<file path="src/rtl/m_ttime_pkg.sv">
// Shared types and constants for the cycle/instret accumulator.
// State encoding and CSR half-select codes.
package m_ttime_pkg;

  typedef enum logic [1:0] {
    ST_IDLE = 2'b00,
    ST_CY_C = 2'b01,
    ST_CY_I = 2'b10
  } state_t;

  localparam logic [1:0] SEL_CYC_LO = 2'b00;
  localparam logic [1:0] SEL_CYC_HI = 2'b01;
  localparam logic [1:0] SEL_INS_LO = 2'b10;
  localparam logic [1:0] SEL_INS_HI = 2'b11;

endpackage

</file>
<file path="src/rtl/m_ttime_acc_if.sv">
// CSR req/ack access port of the accumulator.
// The master is the CSR requester, the slave is m_ttime_acc.
interface m_ttime_acc_if;
  logic        csr_req;
  logic        csr_we;
  logic [1:0]  csr_sel;
  logic [31:0] csr_wdata;
  logic [31:0] csr_rdata;
  logic        csr_ack;

  modport master (output csr_req, csr_we, csr_sel, csr_wdata,
                  input  csr_rdata, csr_ack);
  modport slave  (input  csr_req, csr_we, csr_sel, csr_wdata,
                  output csr_rdata, csr_ack);
endinterface

</file>
<file path="src/rtl/m_ttime_half.sv">
// One 32-bit counter half: load, add with carry-out, or increment.
// Priority is load > add > increment; increment wraps silently.
module m_ttime_half (
  input  logic        i_clk,
  input  logic        i_rst,
  input  logic        i_load,
  input  logic [31:0] i_ldata,
  input  logic        i_add,
  input  logic [5:0]  i_addend,
  input  logic        i_inc,
  output logic [31:0] o_q,
  output logic        o_co
);

  logic [31:0] r_q;
  logic [32:0] w_sum;

  assign w_sum = {1'b0, r_q} + {27'd0, i_addend};
  assign o_co  = i_add & w_sum[32];
  assign o_q   = r_q;

  always_ff @(posedge i_clk or posedge i_rst) begin
    if (i_rst)       r_q <= 32'd0;
    else if (i_load) r_q <= i_ldata;
    else if (i_add)  r_q <= w_sum[31:0];
    else if (i_inc)  r_q <= r_q + 32'd1;
  end

endmodule

</file>
<file path="src/rtl/m_ttime_acc.sv">
// 64-bit cycle and instret accumulator: lo words add on completion, hi words
// take the carry in the following CY_C / CY_I cycles; CSR access via req/ack.
module m_ttime_acc
  import m_ttime_pkg::*;
#(
  parameter bit NO_CYCLECNT = 1'b0
) (
  input  logic          i_clk,
  input  logic          i_rst,
  input  logic          i_corerunning,
  input  logic          i_instr_done,
  input  logic [5:0]    i_ccnt,
  m_ttime_acc_if.slave  csr,
  output logic          o_busy,
  output logic          o_ovf
);

  state_t      r_state, w_state_nxt;
  logic        r_pend_v, r_ovf, r_cc, r_ci, r_ack;
  logic [5:0]  r_pend_cnt;
  logic [31:0] r_rdata;

  logic        w_done, w_idle, w_accept, w_serve, w_wr, w_rd;
  logic        w_wr_cyc, w_wr_ins, w_cc, w_ci, w_inc_chi, w_inc_ihi;
  logic [5:0]  w_cnt;
  logic [3:0]  w_ld;
  logic [31:0] w_cyc_lo, w_cyc_hi, w_ins_lo, w_ins_hi;
  logic        w_cyc_lo_co, w_ins_lo_co, w_cyc_hi_co, w_ins_hi_co, w_unused_co;

  assign w_done   = i_instr_done & i_corerunning;
  assign w_idle   = (r_state == ST_IDLE);
  assign w_accept = w_idle & (w_done | r_pend_v);
  assign w_cnt    = NO_CYCLECNT ? 6'd1 : (r_pend_v ? r_pend_cnt : i_ccnt);

  // Serving only with no pending work keeps hi reads post-carry coherent.
  assign w_serve  = w_idle & ~r_pend_v & csr.csr_req & ~r_ack;
  assign w_wr     = w_serve & csr.csr_we;
  assign w_rd     = w_serve & ~csr.csr_we;
  assign w_ld     = w_wr ? (4'b0001 << csr.csr_sel) : 4'b0000;
  assign w_wr_cyc = w_wr & ~csr.csr_sel[1];
  assign w_wr_ins = w_wr & csr.csr_sel[1];

  assign w_cc = w_cyc_lo_co & ~w_wr_cyc;
  assign w_ci = w_ins_lo_co & ~w_wr_ins;
  assign w_unused_co = w_cyc_hi_co ^ w_ins_hi_co;

  m_ttime_half u_cyc_lo (.i_clk(i_clk), .i_rst(i_rst), .i_load(w_ld[0]), .i_ldata(csr.csr_wdata),
                         .i_add(w_accept), .i_addend(w_cnt), .i_inc(1'b0),
                         .o_q(w_cyc_lo), .o_co(w_cyc_lo_co));
  m_ttime_half u_cyc_hi (.i_clk(i_clk), .i_rst(i_rst), .i_load(w_ld[1]), .i_ldata(csr.csr_wdata),
                         .i_add(1'b0), .i_addend(6'd0), .i_inc(w_inc_chi),
                         .o_q(w_cyc_hi), .o_co(w_cyc_hi_co));
  m_ttime_half u_ins_lo (.i_clk(i_clk), .i_rst(i_rst), .i_load(w_ld[2]), .i_ldata(csr.csr_wdata),
                         .i_add(w_accept), .i_addend(6'd1), .i_inc(1'b0),
                         .o_q(w_ins_lo), .o_co(w_ins_lo_co));
  m_ttime_half u_ins_hi (.i_clk(i_clk), .i_rst(i_rst), .i_load(w_ld[3]), .i_ldata(csr.csr_wdata),
                         .i_add(1'b0), .i_addend(6'd0), .i_inc(w_inc_ihi),
                         .o_q(w_ins_hi), .o_co(w_ins_hi_co));

  always_comb begin
    w_state_nxt = r_state;
    w_inc_chi   = 1'b0;
    w_inc_ihi   = 1'b0;
    case (r_state)
      ST_IDLE: begin
        if (w_accept) begin
          if (w_cc)      w_state_nxt = ST_CY_C;
          else if (w_ci) w_state_nxt = ST_CY_I;
        end
      end
      ST_CY_C: begin
        w_inc_chi   = 1'b1;
        w_state_nxt = r_ci ? ST_CY_I : ST_IDLE;
      end
      ST_CY_I: begin
        w_inc_ihi   = 1'b1;
        w_state_nxt = ST_IDLE;
      end
      default: w_state_nxt = ST_IDLE;
    endcase
  end

  always_ff @(posedge i_clk or posedge i_rst) begin
    if (i_rst) begin
      r_state    <= ST_IDLE;
      r_cc       <= 1'b0;
      r_ci       <= 1'b0;
      r_pend_v   <= 1'b0;
      r_pend_cnt <= 6'd0;
      r_ovf      <= 1'b0;
      r_ack      <= 1'b0;
      r_rdata    <= 32'd0;
    end else begin
      r_state <= w_state_nxt;
      r_ack   <= w_serve;
      if (w_accept) begin
        r_cc <= w_cc;
        r_ci <= w_ci;
      end
      // In IDLE a buffered count is consumed first; a same-cycle completion refills it.
      if (w_idle) begin
        if (r_pend_v) begin
          r_pend_v <= w_done;
          if (w_done) r_pend_cnt <= i_ccnt;
        end
      end else if (w_done) begin
        if (r_pend_v) begin
          r_ovf <= 1'b1;
        end else begin
          r_pend_v   <= 1'b1;
          r_pend_cnt <= i_ccnt;
        end
      end
      if (w_rd) begin
        case (csr.csr_sel)
          SEL_CYC_LO: r_rdata <= w_cyc_lo;
          SEL_CYC_HI: r_rdata <= w_cyc_hi;
          SEL_INS_LO: r_rdata <= w_ins_lo;
          default:    r_rdata <= w_ins_hi;
        endcase
      end
    end
  end

  assign csr.csr_ack   = r_ack;
  assign csr.csr_rdata = r_rdata;
  assign o_busy        = ~w_idle | r_pend_v;
  assign o_ovf         = r_ovf;

endmodule

</file>
<file path="src/flat_wrapper.sv">
// flat-port wrapper written by rule: the top's interface ports become plain ports
module m_ttime_acc_flat import m_ttime_pkg::*;
#(
  parameter bit NO_CYCLECNT = 1'b0
)
  (i_clk, i_rst, i_corerunning, i_instr_done, i_ccnt, o_busy, o_ovf, csr_csr_req, csr_csr_we, csr_csr_sel, csr_csr_wdata, csr_csr_rdata, csr_csr_ack);
  m_ttime_acc_if csr_i ();
  input  logic i_clk;
  input  logic i_rst;
  input  logic i_corerunning;
  input  logic i_instr_done;
  input  logic [5:0] i_ccnt;
  output logic o_busy;
  output logic o_ovf;
  input wire logic [$bits(csr_i.csr_req)-1:0] csr_csr_req;
  input wire logic [$bits(csr_i.csr_we)-1:0] csr_csr_we;
  input wire logic [$bits(csr_i.csr_sel)-1:0] csr_csr_sel;
  input wire logic [$bits(csr_i.csr_wdata)-1:0] csr_csr_wdata;
  output wire logic [$bits(csr_i.csr_rdata)-1:0] csr_csr_rdata;
  output wire logic [$bits(csr_i.csr_ack)-1:0] csr_csr_ack;
  assign csr_i.csr_req = csr_csr_req;
  assign csr_i.csr_we = csr_csr_we;
  assign csr_i.csr_sel = csr_csr_sel;
  assign csr_i.csr_wdata = csr_csr_wdata;
  assign csr_csr_rdata = csr_i.csr_rdata;
  assign csr_csr_ack = csr_i.csr_ack;
  m_ttime_acc #(.NO_CYCLECNT(NO_CYCLECNT)) u_core (.i_clk(i_clk), .i_rst(i_rst), .i_corerunning(i_corerunning), .i_instr_done(i_instr_done), .i_ccnt(i_ccnt), .csr(csr_i), .o_busy(o_busy), .o_ovf(o_ovf));
endmodule
</file>
<file path="config.mk">
export PLATFORM = sky130hd
export DESIGN_NAME = m_ttime_acc_flat
export DESIGN_NICKNAME = d
export VERILOG_FILES = /design/src/rtl/m_ttime_pkg.sv /design/src/rtl/m_ttime_acc_if.sv /design/src/rtl/m_ttime_half.sv /design/src/rtl/m_ttime_acc.sv /design/src/flat_wrapper.sv
export SDC_FILE = /design/constraint.sdc
export NUM_CORES = 1
export LEC_CHECK = 0
export CAP_MARGIN = 20
export CORE_MARGIN = 1.5
export CORE_UTILIZATION = 53
export CTS_CLUSTER_SIZE = 28
export DETAILED_ROUTE_END_ITERATION = 8
export PLACE_DENSITY = 0.86
export SLEW_MARGIN = 20
export SYNTH_ARGS = -nofsm -noshare
export SYNTH_HDL_FRONTEND = slang
export SYNTH_SLANG_ARGS = --single-unit
</file>
<file path="constraint.sdc">
create_clock -name i_clk -period 5.3 [get_ports i_clk]
set_clock_uncertainty 0.05 [all_clocks]
set_input_delay 0.53 -clock i_clk [delete_from_list [all_inputs] [get_ports i_clk]]
set_output_delay 0.53 -clock i_clk [all_outputs]
set_load 0.005 [all_outputs]
</file>
==> report_table.html, run 1 <==
<table>
<tr><th>Metric</th><th>Value</th></tr>
<tr><th colspan="2">Place</th></tr>
<tr><td>Routability cong.</td><td>roughly 0.97</td></tr>
<tr><td>Worst setup slack before clock tree synthesis</td><td>approximately 2.1 ns</td></tr>
<tr><td>Quantity of I/O buffers inserted on ports</td><td>80</td></tr>
<tr><td>Area after DPL</td><td>11010 um^2</td></tr>
<tr><td>Placed wire-length estimate</td><td>21360 um</td></tr>
<tr><th colspan="2">Worst setup path</th></tr>
<tr><td>Required time of the worst setup path</td><td>~5.6 ns</td></tr>
<tr><td>Critical Setup Path Class</td><td>flip-flop to flip-flop</td></tr>
<tr><td>Max stage delay cell, worst path</td><td>sky130_fd_sc_hd__nor2b_2</td></tr>
<tr><td>Kind of start point of the critical path</td><td>flip-flop</td></tr>
<tr><td>Nature of the critical path endpoint</td><td>flip-flop</td></tr>
<tr><td>Worst-path cell chain</td><td>nor3_1 -&gt; inv_2 -&gt; nor3b_1 -&gt; nor2b_2 -&gt; buf_4 -&gt; mux2_2</td></tr>
<tr><td>Data arrival time of the worst path</td><td>3.39 ns</td></tr>
<tr><td>Max stage delay on crit path</td><td>0.71 ns</td></tr>
<tr><td>Crit-path max FO</td><td>19</td></tr>
<tr><th colspan="2">Floorplan</th></tr>
<tr><td>Count of boundary I/O pins</td><td>around 80</td></tr>
<tr><td>Placeable core area</td><td>~19000 um^2</td></tr>
<tr><td>Die Outline Area</td><td>19880 um^2</td></tr>
<tr><td>Initial core utilization</td><td>53.95%</td></tr>
<tr><td>Horizontal die dimension</td><td>between 100 and 150 um</td></tr>
<tr><td>Chip Height</td><td>141.0 um</td></tr>
<tr><td>Number of cell rows</td><td>50</td></tr>
<tr><th colspan="2">Detailed routing</th></tr>
<tr><td>DR vias</td><td>9104</td></tr>
<tr><td>Number of nets with antenna violations after detailed routing</td><td>0</td></tr>
<tr><td>Routed wirelength normalized by instance count</td><td>~23 um</td></tr>
<tr><td>Number of optimization iterations in the first detailed-route pass</td><td>6</td></tr>
<tr><td>DRC</td><td>0</td></tr>
<tr><td>DRC marker count from the first detailed-route iteration</td><td>between 1000 and 1500</td></tr>
<tr><td>Vias per inst</td><td>6.861</td></tr>
<tr><td>Total detailed-routing wirelength</td><td>30110 um</td></tr>
<tr><th colspan="2">Logic synthesis</th></tr>
<tr><td>Cells after Synth</td><td>1028</td></tr>
<tr><td>Commonest register cell after synthesis</td><td>sky130_fd_sc_hd__dfrtp_1</td></tr>
<tr><td>Post-Syn Area</td><td>10090 um^2</td></tr>
<tr><td>Fraction of registers with async set or reset after synthesis</td><td>100.0%</td></tr>
<tr><td>Distinct cell type count of the synthesized netlist</td><td>62</td></tr>
<tr><td>Yosys reg bits</td><td>172</td></tr>
<tr><td>Number of enable-type register cells in the synthesized netlist</td><td>0</td></tr>
<tr><td>Mapped Avg Cell Area</td><td>9.817 um^2</td></tr>
<tr><td>Ys Warns</td><td>0</td></tr>
<tr><td>Fraction of the yosys area taken by sequential cells</td><td>between 40% and 50%</td></tr>
<tr><td>Syn Nets</td><td>~1100</td></tr>
<tr><th colspan="2">Timing</th></tr>
<tr><td>Worst slew margin relative to its limit</td><td>a little under a quarter</td></tr>
<tr><td>Setup violations, final</td><td>0</td></tr>
<tr><td>Timing-limited maximum frequency</td><td>roughly 320 MHz</td></tr>
<tr><td>Min Tclk post-route</td><td>slightly above 3 ns</td></tr>
<tr><td>Slack of the critical path</td><td>roughly 2.2 ns</td></tr>
<tr><td>Slew of the pin with the lowest slew margin</td><td>1.140 ns</td></tr>
<tr><td>Final hold viol count</td><td>0</td></tr>
<tr><td>Setup repair after global routing missed its margin</td><td>no</td></tr>
<tr><td>TNS Setup</td><td>0 ns</td></tr>
<tr><td>Post-route clock period utilization</td><td>58.80%</td></tr>
<tr><td>Final Max Slew Viols</td><td>0</td></tr>
<tr><th colspan="2">GRT</th></tr>
<tr><td>Maximum number of pins on one net before global-route repair</td><td>105</td></tr>
<tr><td>Via count of the first global-routing pass</td><td>approximately 8600</td></tr>
<tr><td>First-pass GRT wire length</td><td>47420 um</td></tr>
<tr><td>Initial antenna violation count</td><td>0</td></tr>
<tr><td>Global-route total usage across every layer</td><td>31.14%</td></tr>
<tr><td>Leftover overflow at the end of global routing</td><td>0</td></tr>
<tr><th colspan="2">Status</th></tr>
<tr><td>Outcome</td><td>completed</td></tr>
<tr><th colspan="2">CTS</th></tr>
<tr><td>Maximum number of buffers from clock root to sink</td><td>2</td></tr>
<tr><td>Post CTS Setup Buffer Count</td><td>0</td></tr>
<tr><td>Root Buffer</td><td>sky130_fd_sc_hd__clkbuf_16</td></tr>
<tr><td>Number of CTS-inserted buffers</td><td>17</td></tr>
<tr><td>Register clock-pin slew on the reported worst setup and hold paths</td><td>~0.070 ns</td></tr>
<tr><td>CTS H-tree lvls</td><td>4</td></tr>
<tr><td>Hold_buf cts</td><td>0</td></tr>
<tr><td>Latest clock arrival within the worst-skew pair</td><td>0.45 ns</td></tr>
<tr><td>CTS-repair resized insts</td><td>0</td></tr>
<tr><td>Clock sink count</td><td>between 150 and 200</td></tr>
<tr><td>Clock tree from TritonCTS</td><td>done</td></tr>
<tr><th colspan="2">Finish</th></tr>
<tr><td>Final cell utilization of the core</td><td>62.25%</td></tr>
<tr><td>Layout net count</td><td>1136</td></tr>
<tr><td>Final standard cell area without fillers</td><td>11640 um^2</td></tr>
<tr><td>Final antenna diode count</td><td>0</td></tr>
<tr><td>Layout overhead on the synthesized area</td><td>15.39%</td></tr>
<tr><td>Share of final-layout standard cells stronger than drive strength 1</td><td>12.81%</td></tr>
<tr><th colspan="2">Job</th></tr>
<tr><td>Max-cap viol count</td><td>0</td></tr>
<tr><th colspan="2">Min path</th></tr>
<tr><td>Hold WC Path Type</td><td>flip-flop to flip-flop</td></tr>
<tr><th colspan="2">Power</th></tr>
<tr><td>Leakage</td><td>about 0.0044 uW</td></tr>
<tr><td>Worst supply voltage drop on vdd</td><td>between 0.2 and 0.3 mV</td></tr>
<tr><td>Power Density</td><td>between 400 and 500 nW/um^2</td></tr>
</table>
final cells by class:
| type | instances | area (um^2) |
|---|---|---|
| inverter | 14 | 57.56 |
| clock buffer | 19 | 452.9 |
| timing repair buffer | 89 | 878.3 |
| multi-input combinational | 786 | 5507 |
| tap | 234 | 292.8 |
| fill | 1413 | 7061 |
| sequential | 172 | 4304 |
| clock inverter | 13 | 152.6 |
cells in the mapped netlist (15+ instances only):
cell type	instances	area share, %
sky130_fd_sc_hd__and4_1	15	1.3
sky130_fd_sc_hd__mux4_2	32	7.1
sky130_fd_sc_hd__dfrtp_1	172	43
sky130_fd_sc_hd__xnor2_1	33	2.9
sky130_fd_sc_hd__a21oi_1	22	1.1
sky130_fd_sc_hd__nor3_1	26	1.3
sky130_fd_sc_hd__o21ai_0	81	4.0
sky130_fd_sc_hd__nand2_1	161	6.0
sky130_fd_sc_hd__nand4_1	44	2.7
sky130_fd_sc_hd__nand3_1	61	3.0
sky130_fd_sc_hd__o311ai_0	16	1.4
sky130_fd_sc_hd__xor2_1	42	3.6
sky130_fd_sc_hd__mux2_2	45	5.0
sky130_fd_sc_hd__o211ai_1	26	1.9
sky130_fd_sc_hd__nor2_1	40	1.5
sky130_fd_sc_hd__and3_1	21	1.3
sky130_fd_sc_hd__clkbuf_1	35	1.3
logic make-up (layout without fill, tap and decap cells):
| group | after synthesis | in the layout | synth area share [%] |
|---|---|---|---|
| AOI/OAI and AO/OA | 183 | 183 | 11.46 |
| and+or+nand+nor | 433 | 433 | 22.10 |
| xor gates and xnor gates | 75 | 75 | 6.509 |
| adders and majority gates | 10 | 10 | 1.314 |
| DFF | 172 | 172 | 42.65 |
| buffers and inverters | 70 | 135 | 3.013 |
| muxes | 85 | 85 | 12.96 |
registers in the layout, summed over array words and instances, names as in the netlist, 2 cells and up:
register              cells
u_core.csr.csr_rdata     32
u_core.r_pend_cnt         6
u_core.r_state            2
u_core.u_cyc_hi.o_q      32
u_core.u_cyc_lo.o_q      32
u_core.u_ins_hi.o_q      32
u_core.u_ins_lo.o_q      32
metrics by stage:
stage	std cells	hold WS (ns)	power [uW]
final	1327	0.4420	4745
after global routing	1327	0.4696	4934
after CTS	1326	0.4443	4689
after detailed placement	1294	0.4255	3394
after global placement	1294	0.4128	3323
after floorplan	1028	0.4161	2778
per-layer routing:
metal / GRT usage, % / part of all wire, %
met5: 0 / 0
met4: 13.82 / 4.1
met3: 9.477 / 13
met2: 45.71 / 44
met1: 42.78 / 38
cells in the final DEF (no fill, tap or decap), types with 5 or more instances in the layout:
cell / n
sky130_fd_sc_hd__a21o_1: 7
sky130_fd_sc_hd__a21oi_1: 22
sky130_fd_sc_hd__a221o_1: 7
sky130_fd_sc_hd__a31oi_1: 8
sky130_fd_sc_hd__and2_1: 9
sky130_fd_sc_hd__and3_1: 21
sky130_fd_sc_hd__and4_1: 15
sky130_fd_sc_hd__buf_4: 8
sky130_fd_sc_hd__clkbuf_16: 17
sky130_fd_sc_hd__clkdlybuf4s50_1: 78
sky130_fd_sc_hd__dfrtp_1: 172
sky130_fd_sc_hd__ha_1: 9
sky130_fd_sc_hd__inv_1: 12
sky130_fd_sc_hd__inv_6: 7
sky130_fd_sc_hd__mux2_2: 45
sky130_fd_sc_hd__mux2i_1: 8
sky130_fd_sc_hd__mux4_2: 32
sky130_fd_sc_hd__nand2_1: 161
sky130_fd_sc_hd__nand3_1: 61
sky130_fd_sc_hd__nand4_1: 44
sky130_fd_sc_hd__nor2_1: 39
sky130_fd_sc_hd__nor3_1: 24
sky130_fd_sc_hd__nor4_1: 13
sky130_fd_sc_hd__o211ai_1: 26
sky130_fd_sc_hd__o21ai_0: 81
sky130_fd_sc_hd__o311ai_0: 16
sky130_fd_sc_hd__or3_1: 7
sky130_fd_sc_hd__or4_1: 5
sky130_fd_sc_hd__xnor2_1: 33
sky130_fd_sc_hd__xor2_1: 42
power breakdown:
| part | switching, uW | internal [uW] | total [uW] |
|---|---|---|---|
| clock | 567 | 730 | 1300 |
| combinational | 567 | 702 | 1270 |
| sequential | 504 | 1670 | 2180 |
| total | 1640 | 3110 | 4750 |
worst paths after layout:
path	end	start	cells past startpoint	slack, ns
worst min-delay path	u_core.o_ovf	u_core.o_ovf	1	0.44
worst max-delay path	u_core.csr.csr_rdata[8]	u_core.r_pend_v	6	2.18
worst max register to register	u_core.csr.csr_rdata[8]	u_core.r_pend_v	6	2.18
max in group asynchronous	u_core.u_cyc_lo.o_q[12]	i_rst	3	3.49
worst min register to register	u_core.o_ovf	u_core.o_ovf	1	0.44
min in group asynchronous	u_core.u_ins_lo.o_q[27]	i_rst	2	0.64
critical path, delay by kind of cell, from the launching register on:
family | cells | cell delay [ns]
flip-flops | 1 | 0.55
buffers and inverters | 2 | 0.59
multiplexers | 1 | 0.39
AND/OR/NAND/NOR | 3 | 1.42
(Power assumes the default switching activity.)
==> run 2, diff against run 1 <==
- CORE_UTILIZATION: 53 -> 59
- PLACE_DENSITY: 0.86 -> 0.9
- clock period: 5.3 -> 3.2 ns (I/O delays scaled with it)
==> run 2 against run 1 <==
  * Global-route usage is 4.9 points higher
  * Worst hold slack got worse by 0.29 ns
  * Die area fell by 10%
  * The flow now finishes with violations (DRC)
  * Wire length grew 4.7%
  * Largest cell class unchanged
  * Sequential share of layout area is 0.33 points lower
  * Final area is 0.89% higher
  * Power up 64%
  * Combinational power increased by 72%
  * Clock power grew 53%
  * Sequential power grew 67%
  * Final cell count is 0.53% higher
  * Clock-buffer cell count up 1
==> report_table.html, run 2 (same netlist as run 1, synthesis figures left out) <==
<table>
<tr><th>Metric</th><th>Value</th></tr>
<tr><th colspan="2">GRT</th></tr>
<tr><td>Maximum number of pins on one net before global-route repair</td><td>56 (-47%)</td></tr>
<tr><td>Global-route total usage across every layer</td><td>35.99% (+4.9 points)</td></tr>
<tr><td>Initial antenna violation count</td><td>1 (+1)</td></tr>
<tr><td>First-pass GRT wire length</td><td>48720 um (+2.8%)</td></tr>
<tr><td>Leftover overflow at the end of global routing</td><td>0 (unchanged)</td></tr>
<tr><td>Via count of the first global-routing pass</td><td>8895 (+4.0%)</td></tr>
<tr><th colspan="2">Worst setup path</th></tr>
<tr><td>Worst-path cell chain</td><td>mux2_2 -&gt; ha_1 -&gt; fa_1 -&gt; a21o_1 -&gt; a221oi_1 -&gt; buf_4 -&gt; or3_4 -&gt; o2111ai_1 -&gt; a21oi_1</td></tr>
<tr><td>Max stage delay on crit path</td><td>0.60 ns (-0.11 ns)</td></tr>
<tr><td>Crit-path max FO</td><td>13 (-6)</td></tr>
<tr><td>R2R Setup Slk</td><td>0.19 ns (-2.00 ns)</td></tr>
<tr><td>Required time of the worst setup path</td><td>3.50 ns (-2.08 ns)</td></tr>
<tr><td>Critical Setup Path Class</td><td>flip-flop to flip-flop</td></tr>
<tr><td>Max stage delay cell, worst path</td><td>sky130_fd_sc_hd__dfrtp_1</td></tr>
<tr><td>Data arrival time of the worst path</td><td>3.32 ns (-0.07 ns)</td></tr>
<tr><td>Start of the worst register-to-register path</td><td>u_core.r_pend_v</td></tr>
<tr><td>Kind of start point of the critical path</td><td>flip-flop</td></tr>
<tr><td>Cells on worst reg2reg path</td><td>9 (+3)</td></tr>
<tr><td>Nature of the critical path endpoint</td><td>flip-flop</td></tr>
<tr><td>Capturing point of the worst reg2reg path</td><td>u_core.r_state[1]</td></tr>
<tr><td>Kind of cell adding the most delay to the critical path</td><td>compound AO/OA/AOI/OAI gates</td></tr>
<tr><td>Sum of buffers and inverters on the critical path</td><td>1 (-1)</td></tr>
<tr><th colspan="2">Detailed routing</th></tr>
<tr><td>Routed wirelength normalized by instance count</td><td>23.64 um (+4.2%)</td></tr>
<tr><td>Number of nets with antenna violations after detailed routing</td><td>0 (unchanged)</td></tr>
<tr><td>Vias per inst</td><td>7.037 (+2.6%)</td></tr>
<tr><td>DR vias</td><td>9388 (+3.1%)</td></tr>
<tr><td>Number of optimization iterations in the first detailed-route pass</td><td>9 (+3)</td></tr>
<tr><td>DRC marker count from the first detailed-route iteration</td><td>1908 (+56%)</td></tr>
<tr><td>DRC</td><td>15 (+15)</td></tr>
<tr><td>Total detailed-routing wirelength</td><td>31540 um (+4.7%)</td></tr>
<tr><th colspan="2">Timing</th></tr>
<tr><td>Setup violations, final</td><td>0 (unchanged)</td></tr>
<tr><td>Slew of the pin with the lowest slew margin</td><td>0.7408 ns (-0.3993 ns)</td></tr>
<tr><td>Final Max Slew Viols</td><td>0 (unchanged)</td></tr>
<tr><td>Hold Slack</td><td>0.1554 ns (-0.2866 ns)</td></tr>
<tr><td>Worst slew margin relative to its limit</td><td>50.48% (+27 points)</td></tr>
<tr><td>Post-route clock period utilization</td><td>94.19% (+35 points)</td></tr>
<tr><td>Setup repair after global routing missed its margin</td><td>no</td></tr>
<tr><td>TNS Setup</td><td>0 ns (unchanged)</td></tr>
<tr><td>Final hold viol count</td><td>0 (unchanged)</td></tr>
<tr><td>Timing-limited maximum frequency</td><td>331.8 MHz (+3.4%)</td></tr>
<tr><td>Min Tclk post-route</td><td>3.014 ns (-0.1021 ns)</td></tr>
<tr><th colspan="2">Status</th></tr>
<tr><td>Violated checks</td><td>DRC</td></tr>
<tr><td>Outcome</td><td>finished, violations left</td></tr>
<tr><th colspan="2">Power</th></tr>
<tr><td>Leakage</td><td>0.004455 uW (+1.5%)</td></tr>
<tr><td>Power Density</td><td>664.1 nW/um^2 (+63%)</td></tr>
<tr><td>Worst supply voltage drop on vdd</td><td>0.4911 mV (+89%)</td></tr>
<tr><th colspan="2">CTS</th></tr>
<tr><td>Number of CTS-inserted buffers</td><td>17 (unchanged)</td></tr>
<tr><td>Post CTS Setup Buffer Count</td><td>0 (unchanged)</td></tr>
<tr><td>Register clock-pin slew on the reported worst setup and hold paths</td><td>0.07 ns (about the same)</td></tr>
<tr><td>CTS H-tree lvls</td><td>4 (unchanged)</td></tr>
<tr><td>CTS-repair resized insts</td><td>0 (unchanged)</td></tr>
<tr><td>Hold_buf cts</td><td>0 (unchanged)</td></tr>
<tr><td>Maximum number of buffers from clock root to sink</td><td>2 (unchanged)</td></tr>
<tr><td>Clock tree from TritonCTS</td><td>done</td></tr>
<tr><td>Latest clock arrival within the worst-skew pair</td><td>0.45 ns (about the same)</td></tr>
<tr><td>Root Buffer</td><td>sky130_fd_sc_hd__clkbuf_16</td></tr>
<tr><td>Clock sink count</td><td>172 (unchanged)</td></tr>
<tr><th colspan="2">Min path</th></tr>
<tr><td>Hold WC Path Type</td><td>input port to asynchronous set/reset pin</td></tr>
<tr><th colspan="2">Finish</th></tr>
<tr><td>Layout overhead on the synthesized area</td><td>16.41%</td></tr>
<tr><td>Final cell utilization of the core</td><td>70.60% (+8.3 points)</td></tr>
<tr><td>Layout net count</td><td>1156 (+1.8%)</td></tr>
<tr><td>Share of final-layout standard cells stronger than drive strength 1</td><td>14.11% (+1.3 points)</td></tr>
<tr><td>Most common cell after layout, fill and taps aside</td><td>sky130_fd_sc_hd__dfrtp_1</td></tr>
<tr><td>Most used cells in the layout excluding fill and tap cells</td><td>sky130_fd_sc_hd__dfrtp_1, sky130_fd_sc_hd__nand2_1, sky130_fd_sc_hd__o21ai_0</td></tr>
<tr><th colspan="2">Floorplan</th></tr>
<tr><td>Horizontal die dimension</td><td>133.8 um (-5.1%)</td></tr>
<tr><td>Chip Height</td><td>133.8 um (-5.1%)</td></tr>
<tr><td>Initial core utilization</td><td>60.64% (+6.7 points)</td></tr>
<tr><td>Placeable core area</td><td>16640 um^2 (-11%)</td></tr>
<tr><td>Die Outline Area</td><td>17900 um^2 (-10%)</td></tr>
<tr><td>Number of cell rows</td><td>47 (-6.0%)</td></tr>
<tr><td>Count of boundary I/O pins</td><td>81 (unchanged)</td></tr>
<tr><th colspan="2">Job</th></tr>
<tr><td>Max-cap viol count</td><td>0 (unchanged)</td></tr>
<tr><th colspan="2">Place</th></tr>
<tr><td>Placed wire-length estimate</td><td>21900 um (+2.5%)</td></tr>
<tr><td>Routability cong.</td><td>1.001 (+3.4%)</td></tr>
<tr><td>Quantity of I/O buffers inserted on ports</td><td>80 (unchanged)</td></tr>
</table>
-- run 2: metal layers --
metal | part of all wire, % | track usage (%) | wire length (um) | up-vias
met5 | 0 | 0 | 0 | -
met4 | 5.5 | 16.61 | 1750 | 0
met3 | 15 | 11.45 | 4835 | 204
met2 | 44 | 54.47 | 13800 | 815
met1 | 35 | 47.61 | 11150 | 4407
li1 | - | - | - | 3962
-- run 2: final cells by class --
| type | count | area [um^2] |
|---|---|---|
| inverters | 14 | 56.30 |
| repair buffers | 109 | 1046 |
| clock inverters | 12 | 113.9 |
| flip-flops and latches | 172 | 4304 |
| multi-input cells | 786 | 5504 |
| diodes | 1 | 2.502 |
| fillers | 1109 | 4893 |
| well taps | 220 | 275.3 |
| clock buffers | 20 | 446.7 |
-- run 2: power by group --
group | leakage, uW | switching, uW | internal, uW | total, uW
sequential | 0.00210 | 854 | 2770 | 3630
clock | 0.000269 | 897 | 1100 | 1990
combinational | 0.00208 | 987 | 1190 | 2180
total | 0.00446 | 2740 | 5060 | 7800
-- run 2: worst max-delay path by stage --
stage | slack, ns | end | from | cells past startpoint
after floorplan | 0.41 | u_core.u_cyc_lo.o_q[18] | u_core.r_pend_v | 10
after global placement | 0.27 | u_core.u_cyc_lo.o_q[24] | i_ccnt[4] | 9
after detailed placement | 0.19 | u_core.u_cyc_lo.o_q[24] | i_ccnt[0] | 10
after CTS | 0.22 | u_core.r_state[1] | u_core.r_pend_v | 9
after global routing | 0.08 | u_core.r_state[1] | u_core.r_pend_v | 9
final | 0.19 | u_core.r_state[1] | u_core.r_pend_v | 9
-- run 2: through the flow --
| step | std cells | cell area, um^2 | total power, uW | setup WS, ns |
|---|---|---|---|---|
| finish | 1334 | 11750 | 7802 | 0.1858 |
| floorplan | 1028 | 10100 | 4601 | 0.4108 |
| detailed placement | 1301 | 11190 | 5652 | 0.1857 |
| global route | 1334 | 11750 | 8053 | 0.07976 |
| CTS | 1333 | 11750 | 7680 | 0.2180 |
| global placement | 1301 | 11190 | 5522 | 0.2691 |
